[src/rtl/slow_clk_mon_pkg.sv]
// Shared types and default constants for the slow-clock edge monitor.
package slow_clk_mon_pkg;

    typedef enum logic [1:0] {
        IDLE = 2'd0,
        ACQ  = 2'd1,
        LOCK = 2'd2,
        LOST = 2'd3
    } mon_state_e;

    localparam int DEF_SYNC_STAGES = 2;
    localparam int DEF_CNT_W       = 24;
    localparam int DEF_TIMEOUT     = 2**20;
    localparam int DEF_LOCK_EDGES  = 4;

endpackage

[src/rtl/slow_clk_edge_monitor_sync.sv]
// Multi-flop metastability synchronizer for a single asynchronous bit; all stages reset to 0.
module sync_bit_chain #(
    parameter int STAGES = 2
) (
    input  logic clk_i,
    input  logic rst_n_i,
    input  logic d_i,
    output logic q_o
);

    logic [STAGES-1:0] sync_q;

    // NOTE: non-blocking assignments make every stage capture the previous stage's old value.
    always_ff @(posedge clk_i) begin
        if (!rst_n_i) begin
            sync_q <= '0;
        end else begin
            sync_q <= {sync_q[STAGES-2:0], d_i};
        end
    end

    assign q_o = sync_q[STAGES-1];

endmodule

[src/rtl/slow_clk_edge_monitor.sv]
// Samples SLOW_CLK in the IN_CLK domain, emits rise/fall enables and tracks lock/loss.
// Optional period measurement enabled by defining SLOW_CLK_PERIOD_MEAS_EN.
module slow_clk_edge_monitor
    import slow_clk_mon_pkg::*;
#(
    parameter int SYNC_STAGES = DEF_SYNC_STAGES,
    parameter int CNT_W       = DEF_CNT_W,
    parameter int TIMEOUT     = DEF_TIMEOUT,
    parameter int LOCK_EDGES  = DEF_LOCK_EDGES
) (
    input  logic             IN_CLK,
    input  logic             RST_N,
    input  logic             SLOW_CLK,
    output logic             RISE_EN,
    output logic             FALL_EN,
    output logic             LOCKED,
    output logic             CLK_LOST,
    output logic [CNT_W-1:0] PERIOD,
    output logic             PERIOD_VALID
);

    localparam int                EDGE_W           = $clog2(LOCK_EDGES + 1);
    localparam logic [CNT_W-1:0]  TIMEOUT_C        = CNT_W'(TIMEOUT);
    localparam logic [EDGE_W-1:0] LOCK_EDGES_C     = EDGE_W'(LOCK_EDGES);
    localparam mon_state_e        FIRST_RISE_STATE = (LOCK_EDGES == 1) ? LOCK : ACQ;

    logic             slow_sync;
    logic             hist_q;
    logic             rise;
    logic             fall;
    logic [CNT_W-1:0] gap_q, gap_d;
    logic             timeout;

    mon_state_e        state_q, state_d;
    logic [EDGE_W-1:0] edge_cnt_q, edge_cnt_d;

    logic rise_en_q, fall_en_q;
    logic locked_q, locked_d;
    logic lost_q, lost_d;

    sync_bit_chain #(
        .STAGES (SYNC_STAGES)
    ) u_sync (
        .clk_i   (IN_CLK),
        .rst_n_i (RST_N),
        .d_i     (SLOW_CLK),
        .q_o     (slow_sync)
    );

    assign rise = slow_sync & ~hist_q;
    assign fall = ~slow_sync & hist_q;

    // NOTE: every signal written in an always_comb gets a default first, so no latch is inferred.
    always_comb begin
        gap_d = gap_q;
        if (rise) begin
            gap_d = '0;
        end else if (gap_q != TIMEOUT_C) begin
            gap_d = gap_q + CNT_W'(1);
        end
    end

    // A rise landing on the saturated count wins over the timeout.
    assign timeout = (gap_q == TIMEOUT_C) & ~rise;

    always_ff @(posedge IN_CLK) begin
        if (!RST_N) begin
            state_q    <= IDLE;
            edge_cnt_q <= '0;
        end else begin
            state_q    <= state_d;
            edge_cnt_q <= edge_cnt_d;
        end
    end

    always_comb begin
        state_d    = state_q;
        edge_cnt_d = edge_cnt_q;
        case (state_q)
            IDLE, LOST: begin
                if (rise) begin
                    edge_cnt_d = EDGE_W'(1);
                    state_d    = FIRST_RISE_STATE;
                end else if (timeout) begin
                    edge_cnt_d = '0;
                    state_d    = LOST;
                end
            end
            ACQ: begin
                if (rise) begin
                    edge_cnt_d = edge_cnt_q + EDGE_W'(1);
                    if (edge_cnt_d == LOCK_EDGES_C) begin
                        state_d = LOCK;
                    end
                end else if (timeout) begin
                    edge_cnt_d = '0;
                    state_d    = LOST;
                end
            end
            LOCK: begin
                if (timeout) begin
                    edge_cnt_d = '0;
                    state_d    = LOST;
                end
            end
            default: begin
                edge_cnt_d = '0;
                state_d    = IDLE;
            end
        endcase
    end

    always_comb begin
        locked_d = (state_d == LOCK);
        lost_d   = (state_d == LOST);
    end

    always_ff @(posedge IN_CLK) begin
        if (!RST_N) begin
            hist_q    <= 1'b0;
            gap_q     <= '0;
            rise_en_q <= 1'b0;
            fall_en_q <= 1'b0;
            locked_q  <= 1'b0;
            lost_q    <= 1'b0;
        end else begin
            hist_q    <= slow_sync;
            gap_q     <= gap_d;
            rise_en_q <= rise;
            fall_en_q <= fall;
            locked_q  <= locked_d;
            lost_q    <= lost_d;
        end
    end

    assign RISE_EN  = rise_en_q;
    assign FALL_EN  = fall_en_q;
    assign LOCKED   = locked_q;
    assign CLK_LOST = lost_q;

`ifdef SLOW_CLK_PERIOD_MEAS_EN
    logic [CNT_W-1:0] period_q, period_d;

    always_comb begin
        period_d = period_q;
        if (rise && (state_q == ACQ || state_q == LOCK)) begin
            period_d = (&gap_q) ? gap_q : gap_q + CNT_W'(1);
        end
    end

    // Holds the last measurement through LOST; only reset clears it.
    always_ff @(posedge IN_CLK) begin
        if (!RST_N) begin
            period_q <= '0;
        end else begin
            period_q <= period_d;
        end
    end

    assign PERIOD       = period_q;
    assign PERIOD_VALID = locked_q;
`else
    assign PERIOD       = '0;
    assign PERIOD_VALID = 1'b0;
`endif

endmodule

[config.mk]
export PLATFORM = sky130hd
export DESIGN_NAME = slow_clk_edge_monitor
export DESIGN_NICKNAME = d
export VERILOG_FILES = /design/src/rtl/slow_clk_mon_pkg.sv /design/src/rtl/slow_clk_edge_monitor_sync.sv /design/src/rtl/slow_clk_edge_monitor.sv
export SDC_FILE = /design/constraint.sdc
export NUM_CORES = 1
export LEC_CHECK = 0
export ABC_AREA = 1
export CELL_PAD_IN_SITES_DETAIL_PLACEMENT = 1
export CELL_PAD_IN_SITES_GLOBAL_PLACEMENT = 1
export CORE_MARGIN = 2
export CORE_UTILIZATION = 38
export DETAILED_ROUTE_END_ITERATION = 10
export PLACE_DENSITY = 0.87
export SYNTH_ARGS = -nofsm -noshare
export SYNTH_HDL_FRONTEND = slang
export SYNTH_HIERARCHICAL = 1
export SYNTH_SLANG_ARGS = --single-unit
export TNS_END_PERCENT = 1
[constraint.sdc]
create_clock -name IN_CLK -period 1.9 [get_ports IN_CLK]
set_input_delay 0.285 -clock IN_CLK [delete_from_list [all_inputs] [get_ports IN_CLK]]
set_output_delay 0.285 -clock IN_CLK [all_outputs]
set_load 0.005 [all_outputs]
After elaboration in Yosys (flattened, before gate mapping)
Index checks and enable logic that the tools add are counted.

Input bits: 3. Output and inout port bits: 29. Word-level logic and storage cells: 38. Register bits after elaboration: 36.

Multiplexer cells: 9. Eq/ne operators: 8. Add/sub/neg operators: 2. Bitwise logic cells: 7. Reduce and logical (&&, ||, !) cells: 3.

Operators with widths (number): $add A24 B1 Y24 const B (1); $eq A24 B21 Y1 const B (1); $ne A24 B21 Y1 const B (1); $mux W3 (3); $pmux W3 S3 (1); $eq A2 B2 Y1 const B (4); $mux W2 (4); $pmux W2 S3 (1); $not A1 Y1 (4); $reduce_or A2 Y1 (2); $add A3 B1 Y3 const B (1); $and A1 B1 Y1 (3); $eq A3 B3 Y1 const B (1); $eq A2 B1 Y1 const B (1); $logic_not A2 Y1 (1).

Logic depth before layout (Yosys ltp)
Depth in word-level cells: 8. Depth in mapped cells: 12. Gate-level depth less buffers: 12.

Cells and area by module
The synthesis kept the hierarchy.

Modules (own cells, without submodules): slow_clk_edge_monitor (cells each 272, times used 1, area an instance 1956.9 µm²); sync_bit_chain (cells each 6, times used 1, area an instance 55.1 µm²).

Worst setup path before layout
No wires, ideal clock.

Kind: flip-flop to flip-flop. Start point: register gap_q[0]. End point: register gap_q[22]. Arrival time: 1.394 ns. Slack: 0.386 ns. Required time: 1.780 ns. Stages on the path, launching flop included: 12. Buffers on the path: 0. Cell sequence: dfxtp_1 > ha_1 > nand2_2 > inv_2 > nand2_2 > nor2_4 > nand3_2 > inv_2 > nand3b_4 > nor2_4 > nand2_1 > nor3b_2.

Cells in the longest elaborated chain, start to end: 1.

RTL lines: start, declared (line slow_clk_edge_monitor.sv:31) `logic [CNT_W-1:0] gap_q, gap_d;`; start signal, assigned (line slow_clk_edge_monitor.sv:128) `gap_q <= gap_d;`; $add A24 B1 Y24 / $ne A24 B21 Y1 (equally long branches) (line slow_clk_edge_monitor.sv:59, slow_clk_edge_monitor.sv:58).

Several ways; a longest one is shown, not always the timed one. A chain may end at the register's enable or synchronous reset.

Worst setup path after layout
Start point: register gap_q[1]. End point: register gap_q[22].

The elaborated chain is that of the path after synthesis.

==> reports/results.tsv <==
metric	value	unit
syn_area	0.002012	sq mm
cpLargestDelayFamily	simple AND/OR/NAND/NOR gates	
setup_viol	0	
wire_per_inst	12.47	um
ys_types	31	
worstPathMaxFanout	5	
io_pins	32	
clk_pin_slew	70	ps
ys.flop_type	dfxtp_1	
fin_ws	171.4	ps
track_usage	16.66	%
finalClockSkew	5.673	ps
setup_tns	0	ps
maxCapViolations	0	
ys_async_sr_fraction	0	%
synth_edf_count	0	
synth-warning-count	6	
arrival	1880	ps
die_w	76.77	um
synth_compound_area_share	10.95	%
post-route-min-period	1729	ps
cellLeakagePower	0.0009218	uW
die_area	0.005893	sq mm
num_rows	26	
ys_ff_latch	36	
cts_buffers	5	
rrSetupSlack	170	ps
ant_nets	0	
synthToLayoutAreaGrowth	7.214	%
whs	422.6	ps
drive_gt1_share	12.37	%
cts_root_buf	clkbuf_8	
whs_endpoint	RISE_EN	
fin_nets	299	
rr_endpoint	gap_q[22]	
n_fill_cell	684	
fmax	578.5	MHz
hold_violations	0	
drtPass1Iterations	4	
cts_tree	yes	
synthMuxAreaShare	0	%
synth-simple-area-share	31.53	%
dp_hpwl	3.436	mm
grt_max_degree	13	
cp.required	2060	ps
h-tree-depth	2	
crit_path_start_kind	register	
rsz0062_at_grt	false	
diodes	0	
antenna_found_initial	0	
coreArea	0.005107	sq mm
synth_xor_area_share	0.8706	%
fin_crit_sh	90.98	%
grt_pass1_vias	1741	
status	finished clean	
synth_top_family_by_area	simple AND/OR/NAND/NOR gates	
cts_buffer_depth	2	
hold_buffers	0	
slowest_delay	410	ps
crit_type	reg2reg	
drc	0	
port_buffers	6	
grt_pass1_wl	8.004	mm
peakVddDrop	0.4214	mV
seq_area_frac_synth	35.82	%
reg2reg_depth	11	
start_util	39.39	%
syn_inst	278	
clock_latency	280	ps
final_core_util	42.23	%
gp_congestion	0.8684	
r2r-start	gap_q[1]	
cts_sinks	36	
worst_path_max_delay_cell	dfxtp_1	
wl	4.502	mm
grt-ovfl-total	0	
worstPathBufferInverterCount	2	
synth.avg_cell_area	7.237	sq um
yosys.area_share.adder	3.731	%
vias	1689	
drt_iter0_drc	80	
hold_path.class	reg2reg	
vias_per_cell	4.679	
min_from	hist_q	
power_density	672.6	mW/mm^2
cts_setup_buffers	0	
cts_resized	0	
dieHeight	76.77	um
cp-end-kind	register	
drv_slew	0	
pre_cts_ws	177.6	ps
path_cells	ha_1 -> nand2_2 -> inv_2 -> nand2_2 -> nor2_4 -> nand3_2 -> inv_2 -> nand3b_4 -> nor2_4 -> nand2_1 -> nor3b_2	
hold_path_depth	1	
## final cells by class
cell class,instances,area (sq um),share of cell area (%)
flip-flops and latches,36,720.7,33.41
repair buffers,8,75.07,3.480
well taps,70,87.58,4.060
inverters,38,142.6,6.613
multi-input cells,201,1041,48.26
clock buffers,8,90.09,4.176
## synth_stat cells (2+ instances only)
master	instances	area [sq um]
nand2_2	7	43.79
nand4_1	3	18.77
nand2_1	45	168.9
nor3_1	10	50.05
buf_2	2	10.01
inv_1	33	123.9
nand3_2	3	30.03
xnor2_1	2	17.52
o21ai_0	13	65.06
nand3_1	9	45.04
a21oi_1	20	100.1
inv_2	4	15.01
nor2_4	6	67.56
buf_4	25	187.7
nor2_2	4	25.02
or2_2	2	12.51
dfxtp_1	36	720.7
nor2_1	34	127.6
a211oi_1	3	22.52
ha_1	6	75.07
## cells in the final DEF (no fill, tap or decap), drive strengths merged
cell type	instances
nor3b	1
clkinv	1
conb	25
o211ai	1
dfxtp	36
nor2	44
clkbuf	8
buf	2
o21a	1
clkdlybuf4s50	6
nand4	3
o21ai	14
ha	6
or2	2
nor4	1
o22ai	1
nand2	52
a31oi	1
inv	37
nand3b	1
and3	1
nor3	10
nand3	12
a211oi	3
xnor2	2
a21oi	20
## logic make-up (layout without fill, tap and decap cells)
kind of cell             Yosys count  after routing
AND/OR/NAND/NOR                  127            127
buffers and inverters             65             54
AO/OA/AOI/OAI                     41             41
flip-flops                        36             36
adder cells (fa/ha/maj)            6              6
XOR/XNOR                           2              2
other                              1             25
## sequential cells by signal, summed over array words and instances (netlist names)
| register | cells |
|---|---|
| edge_cnt_q | 3 |
| FALL_EN | 1 |
| u_sync/sync_q | 2 |
| RISE_EN | 1 |
| hist_q | 1 |
| state_q | 2 |
| CLK_LOST | 1 |
| gap_q | 24 |
| LOCKED | 1 |
## metrics by stage
stage	total power, uW	instances	cell area [sq um]
after floorplan	906.3	302	2102
after global placement	895.0	353	2067
after detailed placement	902.0	353	2067
after CTS	1462	361	2157
after global routing	1517	361	2157
final	1451	361	2157
## power breakdown
| group | internal, uW | leakage, uW | switching, uW |
|---|---|---|---|
| Sequential | 768 | 0.000292 | 12.0 |
| Clock | 296 | 0.0000455 | 270 |
| Combinational | 35.6 | 0.000585 | 69.6 |
| Total | 1100 | 0.000922 | 351 |
## how the worst max path moves through the flow
stage	cells after the start	end	from
2_1_floorplan	11	gap_q[22]	gap_q[0]
3_3_place_gp	11	gap_q[22]	gap_q[1]
3_5_place_dp	11	gap_q[22]	gap_q[1]
4_1_cts	11	gap_q[22]	gap_q[1]
5_1_grt	11	gap_q[22]	gap_q[1]
6_report	11	gap_q[22]	gap_q[1]
## routing by layer
metal	up-vias	share of wire, %	global-route usage (%)
met5	-	0	0
met4	0	1.2	4.545
met3	6	2.6	3.882
met2	24	51	28.42
met1	800	45	20.97
li1	859	-	-
Power figures use the tool's default switching activity.
